--- src/rtl/count_ctrl.sv ---
// count_ctrl: run/pause/clear/load controller for a binary counter display.
// Debounces three buttons, prescales the clock into count ticks and sequences the counter.
module count_ctrl #(
   parameter logic [23:0] TICK_DIV   = 24'd9999999,
   parameter logic [16:0] DEB_CYCLES = 17'd100000,
   parameter int          CNT_W      = 16
) (
   input  logic             clk,
   input  logic             rst,
   input  logic             btn_run,
   input  logic             btn_clr,
   input  logic             btn_load,
   input  logic [7:0]       load_val,
   input  logic             up_dn,
   output logic [CNT_W-1:0] count,
   output logic             tick,
   output logic             dp_blink,
   output logic             running,
   output logic [1:0]       state
);

   typedef enum logic [1:0] {
      StIdle  = 2'd0,
      StRun   = 2'd1,
      StPause = 2'd2,
      StLoad  = 2'd3
   } state_t;

   localparam logic [CNT_W-1:0] CntOne  = CNT_W'(1);
   localparam logic [16:0]      DebLast = DEB_CYCLES - 17'd1;

   // Button index: 0 = run, 1 = clr, 2 = load.
   logic [2:0]  btn_raw;
   logic [2:0]  sync1_q, sync2_q;
   logic [2:0]  level_q, level_dly_q;
   logic [2:0]  armed_q;
   logic [2:0]  press;
   logic [16:0] deb_cnt_q [3];
   logic [16:0] arm_cnt_q [3];

   assign btn_raw = {btn_load, btn_clr, btn_run};

   // A button only becomes armed after a debounced-low period, so a button held
   // through reset release cannot generate a press until it is released.
   always_ff @(posedge clk or posedge rst) begin
      if (rst) begin
         sync1_q     <= '0;
         sync2_q     <= '0;
         level_q     <= '0;
         level_dly_q <= '0;
         armed_q     <= '0;
         for (int i = 0; i < 3; i++) begin
            deb_cnt_q[i] <= '0;
            arm_cnt_q[i] <= '0;
         end
      end else begin
         sync1_q     <= btn_raw;
         sync2_q     <= sync1_q;
         level_dly_q <= level_q;
         for (int i = 0; i < 3; i++) begin
            if (sync2_q[i] != level_q[i]) begin
               if (deb_cnt_q[i] == DebLast) begin
                  level_q[i]   <= sync2_q[i];
                  deb_cnt_q[i] <= '0;
               end else begin
                  deb_cnt_q[i] <= deb_cnt_q[i] + 17'd1;
               end
            end else begin
               deb_cnt_q[i] <= '0;
            end

            if (!armed_q[i]) begin
               if (!sync2_q[i] && !level_q[i]) begin
                  if (arm_cnt_q[i] == DebLast) begin
                     armed_q[i] <= 1'b1;
                  end else begin
                     arm_cnt_q[i] <= arm_cnt_q[i] + 17'd1;
                  end
               end else begin
                  arm_cnt_q[i] <= '0;
               end
            end
         end
      end
   end

   assign press = level_q & ~level_dly_q & armed_q;

   logic ev_clr, ev_load, ev_run;
   assign ev_clr  = press[1];
   assign ev_load = press[2] & ~press[1];
   assign ev_run  = press[0] & ~press[1] & ~press[2];

   state_t           state_q, state_d;
   logic [CNT_W-1:0] count_q, count_d;
   logic [23:0]      presc_q, presc_d;
   logic             tick_q, tick_d;
   logic             term;
   logic [CNT_W-1:0] load_ext;

   assign load_ext = {{(CNT_W-8){1'b0}}, load_val};
   assign term     = (state_q == StRun) && (presc_q == TICK_DIV);

   always_comb begin
      state_d = state_q;
      count_d = count_q;
      tick_d  = 1'b0;
      case (state_q)
         StLoad: begin
            count_d = load_ext;
            state_d = StPause;
         end
         default: begin
            // Any event outranks a coincident terminal count; the tick is dropped.
            if (ev_clr) begin
               state_d = StIdle;
               count_d = '0;
            end else if (ev_load) begin
               state_d = StLoad;
            end else if (ev_run) begin
               state_d = (state_q == StRun) ? StPause : StRun;
            end else if (term) begin
               tick_d  = 1'b1;
               count_d = up_dn ? (count_q + CntOne) : (count_q - CntOne);
            end
         end
      endcase
      presc_d = (state_q == StRun && state_d == StRun && !term) ? (presc_q + 24'd1) : '0;
   end

   always_ff @(posedge clk or posedge rst) begin
      if (rst) begin
         state_q <= StIdle;
         count_q <= '0;
         presc_q <= '0;
         tick_q  <= 1'b0;
      end else begin
         state_q <= state_d;
         count_q <= count_d;
         presc_q <= presc_d;
         tick_q  <= tick_d;
      end
   end

   assign count    = count_q;
   assign tick     = tick_q;
   assign state    = state_q;
   assign running  = (state_q == StRun);
   assign dp_blink = running && (presc_q <= (TICK_DIV >> 1));

endmodule
--- config.mk ---
export PLATFORM = sky130hd
export DESIGN_NAME = count_ctrl
export DESIGN_NICKNAME = d
export VERILOG_FILES = /design/src/rtl/count_ctrl.sv
export SDC_FILE = /design/constraint.sdc
export NUM_CORES = 1
export LEC_CHECK = 0
export ABC_AREA = 1
export CAP_MARGIN = 5
export CORE_MARGIN = 1
export CORE_UTILIZATION = 45
export CTS_BUF_LIST = sky130_fd_sc_hd__clkbuf_8
export CTS_CLUSTER_DIAMETER = 80
export CTS_CLUSTER_SIZE = 10
export DETAILED_ROUTE_END_ITERATION = 12
export PLACE_DENSITY = 0.63
export SLEW_MARGIN = 20
export SYNTH_ARGS = -nofsm -noshare
export SYNTH_HDL_FRONTEND = slang
export SYNTH_SLANG_ARGS = --single-unit
--- constraint.sdc ---
create_clock -name clk -period 7.6 [get_ports clk]
set_input_delay 1.52 -clock clk [delete_from_list [all_inputs] [get_ports clk]]
set_output_delay 1.52 -clock clk [all_outputs]
set_load 0.02 [all_outputs]
# After elaboration in Yosys (flattened, before gate mapping)
# Cells that the tools add are included.
dict set report totals {
  ff_bits 160
  latch_bits 0
  mem_bits_rw 0
  romBits 0
  inputBits 14
  memories 0
}
dict set report op_classes {
  n_addsub 9
  n_mul 0
  div_mod_pow 0
  order_cmp 1
  eq_ne 18
  n_shift 0
  n_mux 38
  bitwise 11
  reduce_logical 22
}
# operator count
set ops {}
lappend ops {{$mux W17} 12}
lappend ops {{$add A17 B1 Y17 const B} 6}
lappend ops {{$eq A17 B17 Y1 const B} 6}
lappend ops {{$mux W16} 6}
lappend ops {{$add A24 B1 Y24 const B} 1}
lappend ops {{$eq A24 B24 Y1 const B} 1}
lappend ops {{$le A24 B23 Y1 const B} 1}
lappend ops {{$mux W24} 1}
lappend ops {{$add A16 B1 Y16 const B} 1}
lappend ops {{$sub A16 B1 Y16 const B} 1}
lappend ops {{$mux W1} 14}
lappend ops {{$reduce_and A2 Y1} 6}
lappend ops {{$mux W2} 5}
lappend ops {{$logic_and A1 B1 Y1} 7}
lappend ops {{$logic_not A1 Y1} 7}
lappend ops {{$and A3 B3 Y3} 2}
lappend ops {{$ne A2 B2 Y1 const B} 3}
lappend ops {{$ne A3 B2 Y1 const B} 2}
lappend ops {{$not A1 Y1} 5}
lappend ops {{$eq A2 B1 Y1 const B} 2}
lappend ops {{$and A1 B1 Y1} 3}
lappend ops {{$ne A1 B1 Y1} 3}
lappend ops {{$not A3 Y3} 1}
lappend ops {{$reduce_and A3 Y1} 1}
lappend ops {{2 further kinds} 2}

# Depth between registers and ports, before layout
dict set report depth {
  ltp_word 14
  mapped_depth 13
  mapped_depth_nobuf 13
}

# Worst setup path before layout
# OpenSTA, ideal clock, no wires.
dict set report synth_timing {
  path_kind {input-to-reg}
  from {input up_dn}
  to {register count_q[9], in the netlist count[9]}
  arrival_ps 2899
  required_time_ps 7534
  slack_ps 4635
  stages 13
  n_path_buf 0
  cell_sequence {inv_1 > ha_1 > nand3_1 > nand3_1 > nand2_1 > nand2_1 > nand2_1 > nand2_1 > nand2_1 > inv_1 > nor2_1 > nand2_1 > nand2_1}
}
dict set report synth_between {
  elab_chain_len 6
}
# item line_no
set synth_rtl {}
lappend synth_rtl {{from (decl)} 14} ;# input logic up_dn,
lappend synth_rtl {{$mux W16} 124} ;# count_d = up_dn ? (count_q + CntOne) : (count_q - CntOne);
lappend synth_rtl {{$mux W16} 122} ;# end else if (term) begin
lappend synth_rtl {{$mux W16} 120} ;# end else if (ev_run) begin
lappend synth_rtl {{$mux W16} 118} ;# end else if (ev_load) begin
lappend synth_rtl {{$mux W16} 115} ;# if (ev_clr) begin
lappend synth_rtl {{$mux W16} 108} ;# case (state_q)
lappend synth_rtl {{to (signal assigned)} 139} ;# count_q <= count_d;
lappend synth_rtl {{to (decl)} 95} ;# logic [CNT_W-1:0] count_q, count_d;
# No other way between the ends. The select of a mux whose other input is x is not followed.
# A chain may end at the register's enable or synchronous reset.

# Final worst setup path
dict set report layout_timing {
  from {register presc_q[16]}
  to {output dp_blink}
}
dict set report layout_between {
  elab_chain_len 2
}
# item line_no
set layout_rtl {}
lappend layout_rtl {{from (decl)} 96} ;# logic [23:0] presc_q, presc_d;
lappend layout_rtl {{from (signal assigned)} 140} ;# presc_q <= presc_d;
lappend layout_rtl {{$le A24 B23 Y1} 149} ;# assign dp_blink = running && (presc_q <= (TICK_DIV >> 1));
lappend layout_rtl {{$logic_and A1 B1 Y1} 149}
lappend layout_rtl {{to (decl)} 17} ;# output logic dp_blink,
# No other way between the ends.

==> impl_metrics.toml <==
[setup_path]
cp-end-kind = "primary output"
rr_worst_depth = 9
crit_arrival_ps = 2280
r2r_slack_ps = 5060
cp_max_fo = 5
worstReg2RegStart = "level_q[0]$_DFFE_PP0P_"
worstPathRequired_ps = 6080
crit_type = "reg -> out"
rr_endpoint = "arm_cnt_q[42]$_DFFE_PP0P_"
startpoint_type = "flip-flop"

[cts]
cts_setup_buffers = 0
ctsHoldBuffers = 0
root_buffer = "clkbuf_8"
cts.sinks = 160
cts_resized = 0
clockBufferDepth = 2
clk_latency_ps = 460
htreeDepth = 4
clkTransAtPathRegs_ps = 90
cts_tree = "yes"
cts_made_buffers = 17

[hold_path]
min_to = "sync2_q[0]$_DFF_PP0_"
whs_path_depth = 0
min_from = "sync1_q[0]$_DFF_PP0_"
hold_class = "reg -> reg"

[layout]
final_cell_area_mm2 = 0.0107
final_nets = 1425
nFillCells = 2058
diodes = 0
area_growth_pct = 10.6
drive_gt1_share_pct = 3.86

[placed_design]
dp_hpwl_um = 15000
placement.io_buffers = 34
placed_cell_area_mm2 = 0.0103
routabilityCongestion = 0.890

[route]
drt_iter0_markers = 389
drtPass1Iterations = 5
routed_via_density = 5.11
wl_per_cell_um = 12.3
wl_um = 20700
drcViolationCount = 0
routed-via-count = 8552
ant_nets = 0

[global_route]
track_usage_pct = 20.4
grt_antenna_before_repair = 0
grt_max_degree = 83
grt_pass1_vias = 8135
grt-ovfl-total = 0
grt_pass1_wl_um = 37000

[sta]
layout_min_cycle_time_ps = 3800
hold_viol = 0
setup_viol = 0
fmax_ghz = 0.263
tns_ps = 0
slew_viol_final = 0
slew_headroom_pct = 35.9
post-route-period-util_pct = 50.1
rsz0062_at_grt = "no"
worstMarginPinSlew_ps = 962
finClkSkew_ps = 14.4

[synthesis]
synthTopCellsByCount = "nand2_1, inv_1, nor2_1, dfrtp_1, nand3_1"
synthDominantCellAreaShare_pct = 41.3
synth-edff-count = 0
synth_area_leader_cell = "dfrtp_1"
synth_seq_cells = 160
async_flop_share_pct = 100
syn_area_mm2 = 0.00969
synth_cell_type_count = 38
yosysWarnings = 0
syn_nets = 1388
synth_area_leaders = "dfrtp_1, nand2_1, inv_1, nor2_1, nand3_1"
synthFlopType = "dfrtp_1"
synthCells = 1349
synth.most_common_cell = "nand2_1"
synth_seq_area_share_pct = 41.3
syn_area_per_cell_um2 = 7.18

[floorplan]
die_h_um = 149
dieArea_mm2 = 0.0221
rows = 53
die_w_um = 149
start_util_pct = 45.9
core-area_mm2 = 0.0211
io_pins = 35

[power]
peakVddDrop_uv = 125
leakagePower_nw = 4.82
powerDensity_mw_per_mm2 = 153

[outcome]
status = "complete, no violations"

[job]
max_cap_viol_count = 0
-- worst max-delay path: stages (launching register included) --
cell and delay, ps:
dfrtp_1 440, nor2_1 200, nand4_1 160, nor4_1 360
nor3_1 100, clkdlybuf4s50_1 550
-- routing by layer --
| layer | up-vias | track usage, % | wire length [um] |
|---|---|---|---|
| met5 | - | 0 | 0 |
| met4 | 0 | 5.36 | 206 |
| met3 | 17 | 3.99 | 635 |
| met2 | 120 | 33.6 | 9710 |
| met1 | 3972 | 27.4 | 10100 |
| li1 | 4443 | - | - |
-- cells in the final DEF, fill, tap and decap left out, drive strengths merged --
| master | instances |
|---|---|
| nand2 | 343 |
| nor3b | 9 |
| ha | 24 |
| nand3 | 113 |
| clkbuf | 17 |
| o21ai | 64 |
| a22o | 1 |
| clkinv | 6 |
| clkdlybuf4s50 | 34 |
| o31ai | 2 |
| a31o | 1 |
| nor4 | 14 |
| nand4 | 52 |
| buf | 1 |
| nor3 | 77 |
| a21oi | 26 |
| or2 | 3 |
| o221ai | 1 |
| and2 | 3 |
| nor2 | 185 |
| o21a | 1 |
| bufinv | 4 |
| clkinvlp | 1 |
| xnor2 | 8 |
| xor2 | 44 |
| inv | 194 |
| fa | 1 |
| a21o | 1 |
| dfrtp | 160 |
| nand3b | 9 |
-- how the worst max path moves through the flow --
stage | startpoint | end | slack (ps) | depth (start not counted)
2_1_floorplan | rst | arm_cnt_q[0]$_DFFE_PP0P_ | 1760 | 1
3_3_place_gp | up_dn | count[9]$_DFFE_PP0P_ | 3930 | 14
3_5_place_dp | up_dn | count[9]$_DFFE_PP0P_ | 3900 | 14
4_1_cts | presc_q[16]$_DFF_PP0_ | dp_blink | 3800 | 5
5_1_grt | presc_q[19]$_DFF_PP0_ | dp_blink | 3680 | 6
6_report | presc_q[16]$_DFF_PP0_ | dp_blink | 3800 | 5
-- through the flow --
step           setup WS, ps  instances  util, %  hold WS [ps]  power [mW]
6_report               3800       1674     50.8           355        1.64
5_1_grt                3680       1674     50.8           362        1.72
4_1_cts                3800       1674     50.8           357        1.67
3_5_place_dp           3900       1642     48.8           336       0.982
3_3_place_gp           3930       1642     48.8           334       0.980
2_1_floorplan          1760       1349        -           331       0.953
-- flip-flops by register name, indices dropped and copies added, names as in the netlist, 16 cells and up --
signal,flops
count,16
arm_cnt_q,51
presc_q,24
deb_cnt_q,51
-- cell type report --
type | count | area, um2 | area share, %
Multi-Input combinational cell | 982 | 4870 | 45.5
Clock inverter | 15 | 190 | 1.78
Sequential cell | 160 | 4000 | 37.4
Tap cell | 275 | 344 | 3.21
Inverter | 190 | 718 | 6.71
Timing Repair Buffer | 35 | 348 | 3.25
Clock buffer | 17 | 234 | 2.18
-- report_power, final --
part / switching [mW] / internal, mW
registers: 0.00783 / 0.860
logic: 0.0635 / 0.0315
clock network: 0.323 / 0.356
total: 0.394 / 1.25
-- logic make-up after synthesis --
kind of cell,share of synthesized area [%]
AOI/OAI and AO/OA,5.27
and+or+nand+nor,37.0
DFF,41.3
buffers and inverters,8.36
xor gates and xnor gates,4.70
adders and majority gates,3.31
No activity file was read; power rests on OpenSTA's default activity.
